--- config.mk ---
export PLATFORM = sky130hd
export DESIGN_NAME = fifo_ctrl_16x8
export DESIGN_NICKNAME = d
export VERILOG_FILES = /design/src/rtl/fifo_ctrl_16x8.sv
export SDC_FILE = /design/constraint.sdc
export NUM_CORES = 1
export LEC_CHECK = 0
export BUFFER_PORTS_ARGS = -buffer_cell sky130_fd_sc_hd__buf_4
export CORE_UTILIZATION = 50
export CTS_BUF_LIST = sky130_fd_sc_hd__clkbuf_16
export DETAILED_ROUTE_END_ITERATION = 8
export GPL_TIMING_DRIVEN = 0
export PLACE_DENSITY_LB_ADDON = 0.15
export SLEW_MARGIN = 10
export SYNTH_ARGS = -nofsm -noshare
export SYNTH_HDL_FRONTEND = slang
export SYNTH_SLANG_ARGS = --single-unit
--- constraint.sdc ---
create_clock -name clk -period 4 [get_ports clk]
set_input_delay 0.8 -clock clk [delete_from_list [all_inputs] [get_ports clk]]
set_output_delay 0.8 -clock clk [all_outputs]
set_load 0.03 [all_outputs]
--- src/rtl/fifo_ctrl_16x8.sv ---
// fifo_ctrl_16x8: pointer/count controller driving an external 16x8 dual-port RAM
// Ports: clk, rst (async active-low); push/push_data, pop request side;
// ram_cs/ram_wr_enb/ram_wr_addr/ram_wr_data/ram_rd_enb/ram_rd_addr RAM side;
// rd_valid marks the cycle RAM rd_data holds the popped word;
// full/empty/count status; overflow/underflow one-cycle reject pulses.
module fifo_ctrl_16x8 #(
    parameter int ADDR_WIDTH = 4,
    parameter int DEPTH      = 16,
    parameter int DATA_WIDTH = 8
) (
    input  logic                  clk,
    input  logic                  rst,
    input  logic                  push,
    input  logic [DATA_WIDTH-1:0] push_data,
    input  logic                  pop,
    output logic                  ram_cs,
    output logic                  ram_wr_enb,
    output logic [ADDR_WIDTH-1:0] ram_wr_addr,
    output logic [DATA_WIDTH-1:0] ram_wr_data,
    output logic                  ram_rd_enb,
    output logic [ADDR_WIDTH-1:0] ram_rd_addr,
    output logic                  rd_valid,
    output logic                  full,
    output logic                  empty,
    output logic [ADDR_WIDTH:0]   count,
    output logic                  overflow,
    output logic                  underflow
);
    logic [ADDR_WIDTH-1:0] wptr, rptr;
    logic [ADDR_WIDTH:0]   count_nxt;
    logic                  push_ok, pop_ok;
    // a same-cycle push never makes an empty FIFO poppable; a pop frees room for a push when full
    always_comb begin
        pop_ok    = pop & ~empty;
        push_ok   = push & (~full | pop_ok);
        count_nxt = count + (ADDR_WIDTH+1)'(push_ok) - (ADDR_WIDTH+1)'(pop_ok);
    end
    always_ff @(posedge clk or negedge rst) begin
        if (!rst) begin
            wptr        <= '0;
            rptr        <= '0;
            count       <= '0;
            full        <= 1'b0;
            empty       <= 1'b1;
            ram_cs      <= 1'b0;
            ram_wr_enb  <= 1'b0;
            ram_rd_enb  <= 1'b0;
            rd_valid    <= 1'b0;
            overflow    <= 1'b0;
            underflow   <= 1'b0;
            ram_wr_addr <= '0;
            ram_rd_addr <= '0;
            ram_wr_data <= '0;
        end else begin
            count      <= count_nxt;
            full       <= count_nxt == (ADDR_WIDTH+1)'(DEPTH);
            empty      <= count_nxt == '0;
            ram_cs     <= push_ok | pop_ok;
            ram_wr_enb <= push_ok;
            ram_rd_enb <= pop_ok;
            rd_valid   <= pop_ok;
            overflow   <= push & ~push_ok;
            underflow  <= pop & ~pop_ok;
            if (push_ok) begin
                ram_wr_addr <= wptr;
                ram_wr_data <= push_data;
                wptr        <= wptr + ADDR_WIDTH'(1);
            end
            if (pop_ok) begin
                ram_rd_addr <= rptr;
                rptr        <= rptr + ADDR_WIDTH'(1);
            end
        end
    end
endmodule

==> summary.txt, run 1 <==
status: finished, violations left
failing checks: DRC
IO Pins: 41
VDD IR max: 0.000505 V
clk root buf: clkbuf_16
fraction of registers with async set/reset: 100%
die height: 57.9 µm
Buffers on Ports: 40
Detail Route Antenna Nets: 0
Max H-tree Level: 2
CTS tree: yes
final core utilization: 71.2%
Mapped Cells: 113
Sum Neg Setup Slack: 0 ns
count of cell types in the netlist: 28
Crit path required time: 4.17 ns
Worst slew margin: 70.7%
sequential area share after synthesis: 57.8%
most common cell in the netlist: dfrtp_1
PwrDens: 882 mW/mm²
#FFs+latches synth: 36
CP Max Fanout: 10
post-route clock period utilization: 67.7%
Worst Hold Class: input port to asynchronous set/reset pin
setup ws final: 1.29 ns
Setup violations, final: 0
clk sink count: 36
RSZ-0062 raised after global routing: false
Setup CP Type: input port to flop
core area: 0.00285 mm²
DR DRC count: 2
Pleak: 1.02 nW
syn avg cell area: 13.8 µm²
CTS Hold Bufs: 0
first-pass GRT wire length: 4380 µm
Final Hold Fails: 0
WL per Instance: 13.3 µm
worst slack at placement: 1.00 ns
Post-CTS Setup Bufs: 0
Critical Path End: full$_DFF_PN0_
Syn Nets: 134
total CTS buffers: 5
fin area: 0.00203 mm²
RePlAce Congestion: 0.719
Synth-to-Final Area Change: 30.2%
die area: 0.00335 mm²
Hold WS: 0.468 ns
Post-Route WL: 2540 µm
R2R Setup Slk: 1.40 ns
gr usage total: 18.0%
Cell Rows: 19
synth warn: 0
cell taking the most area after synthesis: dfrtp_1
DR iter-0 viols: 15
Via Count: 941
ant diodes: 0
clk_lat worst skew: 0.27 ns
grt ovf: 0
Final Slew Violations: 0
number of max-cap violations: 0
DR pass1 iterations: 6
initial antenna violation count: 0
Starting Density: 54.7%
nets: 181
Worst EP arrival: 2.88 ns
Post-CTS Resized: 0
RR Startpoint: empty$_DFF_PN1_
Worst-path clk slew: 0.05 ns
most instantiated cells after synthesis: dfrtp_1, nand2_1, ha_1
f_max: 369 MHz
largest net degree at the start of global routing: 37
Via-to-Cell Ratio: 4.93
most common flop cell mapped by yosys: dfrtp_1
reg2reg end: full$_DFF_PN0_
Mapped Area: 0.00156 mm²
measured slew at the worst slew-check pin: 0.440 ns
crit path time final: 2.71 ns
skew final: 0.00298 ns
Crit. Startpoint: pop
top-area cell type share of the netlist area: 56.1%
reg2reg path depth: 9
critical path endpoint category: flop
vias in the first global route: 952
DP HPWL: 1880 µm
Max clock buf depth: 2
Placed Instance Area: 0.00190 mm²
share of layout cells above drive strength 1: 42.5%
Synth area leaders: dfrtp_1, ha_1, mux2_4, mux2_2, nand2_1
CP Launch Type: input port
Chip Width: 57.9 µm
number of flops mapped to enable cells by yosys: 0
[placed cells by master (no fill, tap or decap), drive strengths merged]
master,netlist,layout
buf,3,43
dfrtp,35,35
nand2,19,19
mux2,13,13
ha,8,8
inv,8,8
xnor2,8,8
clkbuf,0,5
clkinv,1,3
nand2b,3,3
xor2,2,2
nor2,2,2
a21oi,2,2
nand4,2,2
a21o,1,1
nor4b,1,1
nor4,1,1
and3,1,1
and2,1,1
fa,1,1
dfstp,1,1
[how the worst min path moves through the flow]
stage	from	depth (start not counted)	slack, ns	end
after CTS	rptr[3]$_DFFE_PN0P_	1	0.47	rptr[3]$_DFFE_PN0P_
after global placement	ram_rd_addr[0]$_DFFE_PN0P_	2	0.46	ram_rd_addr[0]$_DFFE_PN0P_
after detailed placement	rptr[3]$_DFFE_PN0P_	1	0.47	rptr[3]$_DFFE_PN0P_
after global routing	rptr[3]$_DFFE_PN0P_	1	0.50	rptr[3]$_DFFE_PN0P_
final	rst	1	0.47	ram_wr_data[6]$_DFFE_PN0P_
after floorplan	rptr[3]$_DFFE_PN0P_	1	0.45	rptr[3]$_DFFE_PN0P_
[logic make-up after synthesis]
family                     count (synthesis)  share of synthesized area, %
and+or+nand+nor                           30                          11.2
AOI/OAI and AO/OA                          3                          1.12
adders and majority gates                  9                          7.70
DFF                                       36                          57.8
xor gates and xnor gates                  10                          6.10
muxes                                     13                          10.8
buffers and inverters                     12                          5.21
[state kept, by name, summed over array words and instances, names as in the netlist, 4 cells and up]
| signal | cells |
|---|---|
| ram_rd_addr | 4 |
| ram_wr_addr | 4 |
| ram_wr_data | 8 |
| count | 5 |
| wptr | 4 |
| rptr | 4 |
[stage by stage]
stage,std cells,power [W]
4_1_cts,191,0.00182
5_1_grt,191,0.00193
6_report,191,0.00179
3_3_place_gp,184,0.00142
2_1_floorplan,113,0.00120
3_5_place_dp,184,0.00146
[power breakdown]
group	leakage (nW)	switching [W]	total (W)	internal (W)
logic	0.530	0.000450	0.000818	0.000368
clock network	0.0648	0.000128	0.000350	0.000222
registers	0.428	0.000114	0.000625	0.000511
[layer usage]
layer | global-route usage, % | part of all wire (%) | vias up | wire [µm]
met4 | 6.12 | 1.3 | 0 | 33
li1 | - | - | 458 | -
met1 | 20.9 | 42 | 457 | 1070
met3 | 6.92 | 4.8 | 3 | 122
met2 | 30.5 | 52 | 23 | 1320
met5 | 0 | 0 | - | 0
[worst max-delay path, stage by stage]
cell	delay (ns)
buf_4	0.10
nand2b_4	0.05
buf_8	0.14
nand2_4	0.07
nand2_4	0.07
ha_1	0.29
ha_1	0.16
inv_1	0.05
fa_1	0.38
nand2b_1	0.15
a21oi_1	0.17
xnor2_1	0.18
nor4b_1	0.26
[final cells by class]
class | count | area [µm²]
flip-flops and latches | 36 | 902
fillers | 209 | 821
multi-input cells | 65 | 577
repair buffers | 40 | 300
clock buffers | 5 | 125
plain buffers | 3 | 42.5
inverters | 9 | 38.8
well taps | 31 | 38.8
clock inverters | 2 | 7.51
Power figures use the tool's default switching activity.
==> run 2: changes to the inputs <==
==> constraint.sdc (replaced) <==
create_clock -name clk -period 2.5 [get_ports clk]
set_input_delay 0.5 -clock clk [delete_from_list [all_inputs] [get_ports clk]]
set_output_delay 0.5 -clock clk [all_outputs]
set_load 0.03 [all_outputs]
==> summary.txt, run 2 (same netlist as run 1, synthesis figures left out) <==
status: finished, violations left (unchanged)
failing checks: DRC (unchanged)
worst slack at placement: -0.176 ns (was 1.00 ns)
skew final: 0.00142 ns (was 0.00298 ns)
IO Pins: 41 (unchanged)
CTS tree: yes (unchanged)
ant diodes: 0 (unchanged)
Overall Power: 0.00302 W (was 0.00179 W)
grt ovf: 0 (unchanged)
Synth-to-Final Area Change: 32.8% (was 30.2%)
initial antenna violation count: 0 (unchanged)
vias in the first global route: 965 (was 952)
RR Startpoint: empty$_DFF_PN1_ (unchanged)
share of layout cells above drive strength 1: 47.8% (was 42.5%)
measured slew at the worst slew-check pin: 0.443 ns (was 0.440 ns)
Worst Hold Class: input port to asynchronous set/reset pin (unchanged)
Crit. Startpoint: empty$_DFF_PN1_ (was pop)
DR iter-0 viols: 8 (was 15)
Worst slew margin: 70.3% (was 70.7%)
Sum Neg Setup Slack: 0 ns (unchanged)
crit path time final: 2.39 ns
Biggest register: ram_wr_data (unchanged)
setup ws final: 0.106 ns (was 1.29 ns)
post-route clock period utilization: 95.7%
reg2reg end: full$_DFF_PN0_ (unchanged)
Setup violations, final: 0 (unchanged)
gr usage total: 17.2% (was 18.0%)
Hold WS: 0.179 ns (was 0.468 ns)
Setup CP Type: flop to flop (was input port to flop)
die area: 0.00335 mm² (unchanged)
CP Launch Type: flop (was input port)
CP Max Fanout: 7 (was 10)
Via-to-Cell Ratio: 5.01 (was 4.93)
Max clock buf depth: 2 (unchanged)
fin area: 0.00207 mm² (was 0.00203 mm²)
commonest non-fill, non-tap cell in the layout: buf_4 (unchanged)
commonest non-fill, non-tap cells in the layout: buf_4, dfrtp_1, nand2_1, inv_1 (was buf_4, dfrtp_1, nand2_1, ha_1)
nets: 182 (was 181)
reg2reg path depth: 11 (was 9)
PwrDens: 1460 mW/mm² (was 882 mW/mm²)
largest net degree at the start of global routing: 37 (unchanged)
f_max: 418 MHz
Cell Rows: 19 (unchanged)
die height: 57.9 µm (unchanged)
VDD IR max: 0.000957 V (was 0.000505 V)
Worst-path clk slew: 0.05 ns (about the same)
clk sink count: 36 (unchanged)
RSZ-0062 raised after global routing: false (unchanged)
Max H-tree Level: 2 (unchanged)
DR DRC count: 2 (unchanged)
Starting Density: 54.7% (unchanged)
Final Slew Violations: 0 (unchanged)
CTS Hold Bufs: 0 (unchanged)
Pleak: 1.04 nW (was 1.02 nW)
WL per Instance: 12.9 µm (was 13.3 µm)
DR pass1 iterations: 6 (unchanged)
core area: 0.00285 mm² (unchanged)
Detail Route Antenna Nets: 0 (unchanged)
R2R Setup Slk: 0.11 ns (was 1.40 ns)
critical path endpoint category: flop (unchanged)
Worst EP arrival: 2.57 ns (was 2.88 ns)
DP HPWL: 1820 µm (was 1880 µm)
Crit path required time: 2.68 ns (was 4.17 ns)
clk_lat worst skew: 0.27 ns (about the same)
Final Hold Fails: 0 (unchanged)
number of max-cap violations: 0 (unchanged)
Buffers on Ports: 40 (unchanged)
Via Count: 961 (was 941)
total CTS buffers: 5 (unchanged)
top flop regs: ram_wr_data (8), count (5) (unchanged)
Chip Width: 57.9 µm (unchanged)
Placed Instance Area: 0.00191 mm² (was 0.00190 mm²)
max reg flops: 8 (unchanged)
clk root buf: clkbuf_16 (unchanged)
RePlAce Congestion: 0.735 (was 0.719)
first-pass GRT wire length: 4240 µm (was 4380 µm)
Post-Route WL: 2470 µm (was 2540 µm)
## run 2: repair_timing
action | CTS | global route
cloned | 0 | 0
buffers inserted | 0 | 2
gates resized for setup | 3 | 4
endpoints found under the setup margin | 2 | 2
pin swaps | 2 | 3
## run 2: metal layers
metal	part of all wire (%)	routed length (µm)	vias up	GRT usage, %
li1	-	-	461	-
met1	40	1000	476	19.2
met2	53	1320	20	30.4
met3	4.7	116	4	5.36
met4	1.3	32	0	7.14
met5	0	0	-	0
## run 2: power breakdown
| part | switching [W] | leakage, nW | internal (W) | total [W] |
|---|---|---|---|---|
| clock network | 0.000200 | 0.0709 | 0.000357 | 0.000557 |
| logic | 0.000812 | 0.544 | 0.000655 | 0.00147 |
| registers | 0.000175 | 0.428 | 0.000817 | 0.000992 |
| total | 0.00119 | 1.04 | 0.00183 | 0.00302 |
## run 2: cell type report
class	instances	area [µm²]
plain buffers	2	27.5
clock buffers	5	125
clock inverters	2	8.76
fillers	196	781
inverters	9	40.0
multi-input cells	65	614
flip-flops and latches	36	902
well taps	31	38.8
repair buffers	42	315
## run 2: critical path, stage by stage (launching register included)
cell and delay, ns:
dfstp_2 0.54, nand2b_4 0.18, nand2_4 0.06, nand2_4 0.10, ha_1 0.14, ha_2 0.17
inv_1 0.05, fa_2 0.35, nand2b_1 0.17, a21oi_2 0.19, xnor2_2 0.15, nor4b_4 0.21
## run 2: worst max-delay path by stage
stage / slack [ns] / to / depth (start not counted)
after floorplan: 0.02 / empty$_DFF_PN1_ / 12
after global placement: -0.13 / empty$_DFF_PN1_ / 13
after detailed placement: -0.18 / empty$_DFF_PN1_ / 13
after CTS: 0.03 / full$_DFF_PN0_ / 12
after global routing: 0.003 / full$_DFF_PN0_ / 11
final: 0.11 / full$_DFF_PN0_ / 11
## run 2: metrics by stage
stage	utilization [%]	instances
floorplan	-	113
CTS	71.8	191
detailed placement	66.8	184
global placement	66.8	184
finish	72.6	192
global route	72.6	192
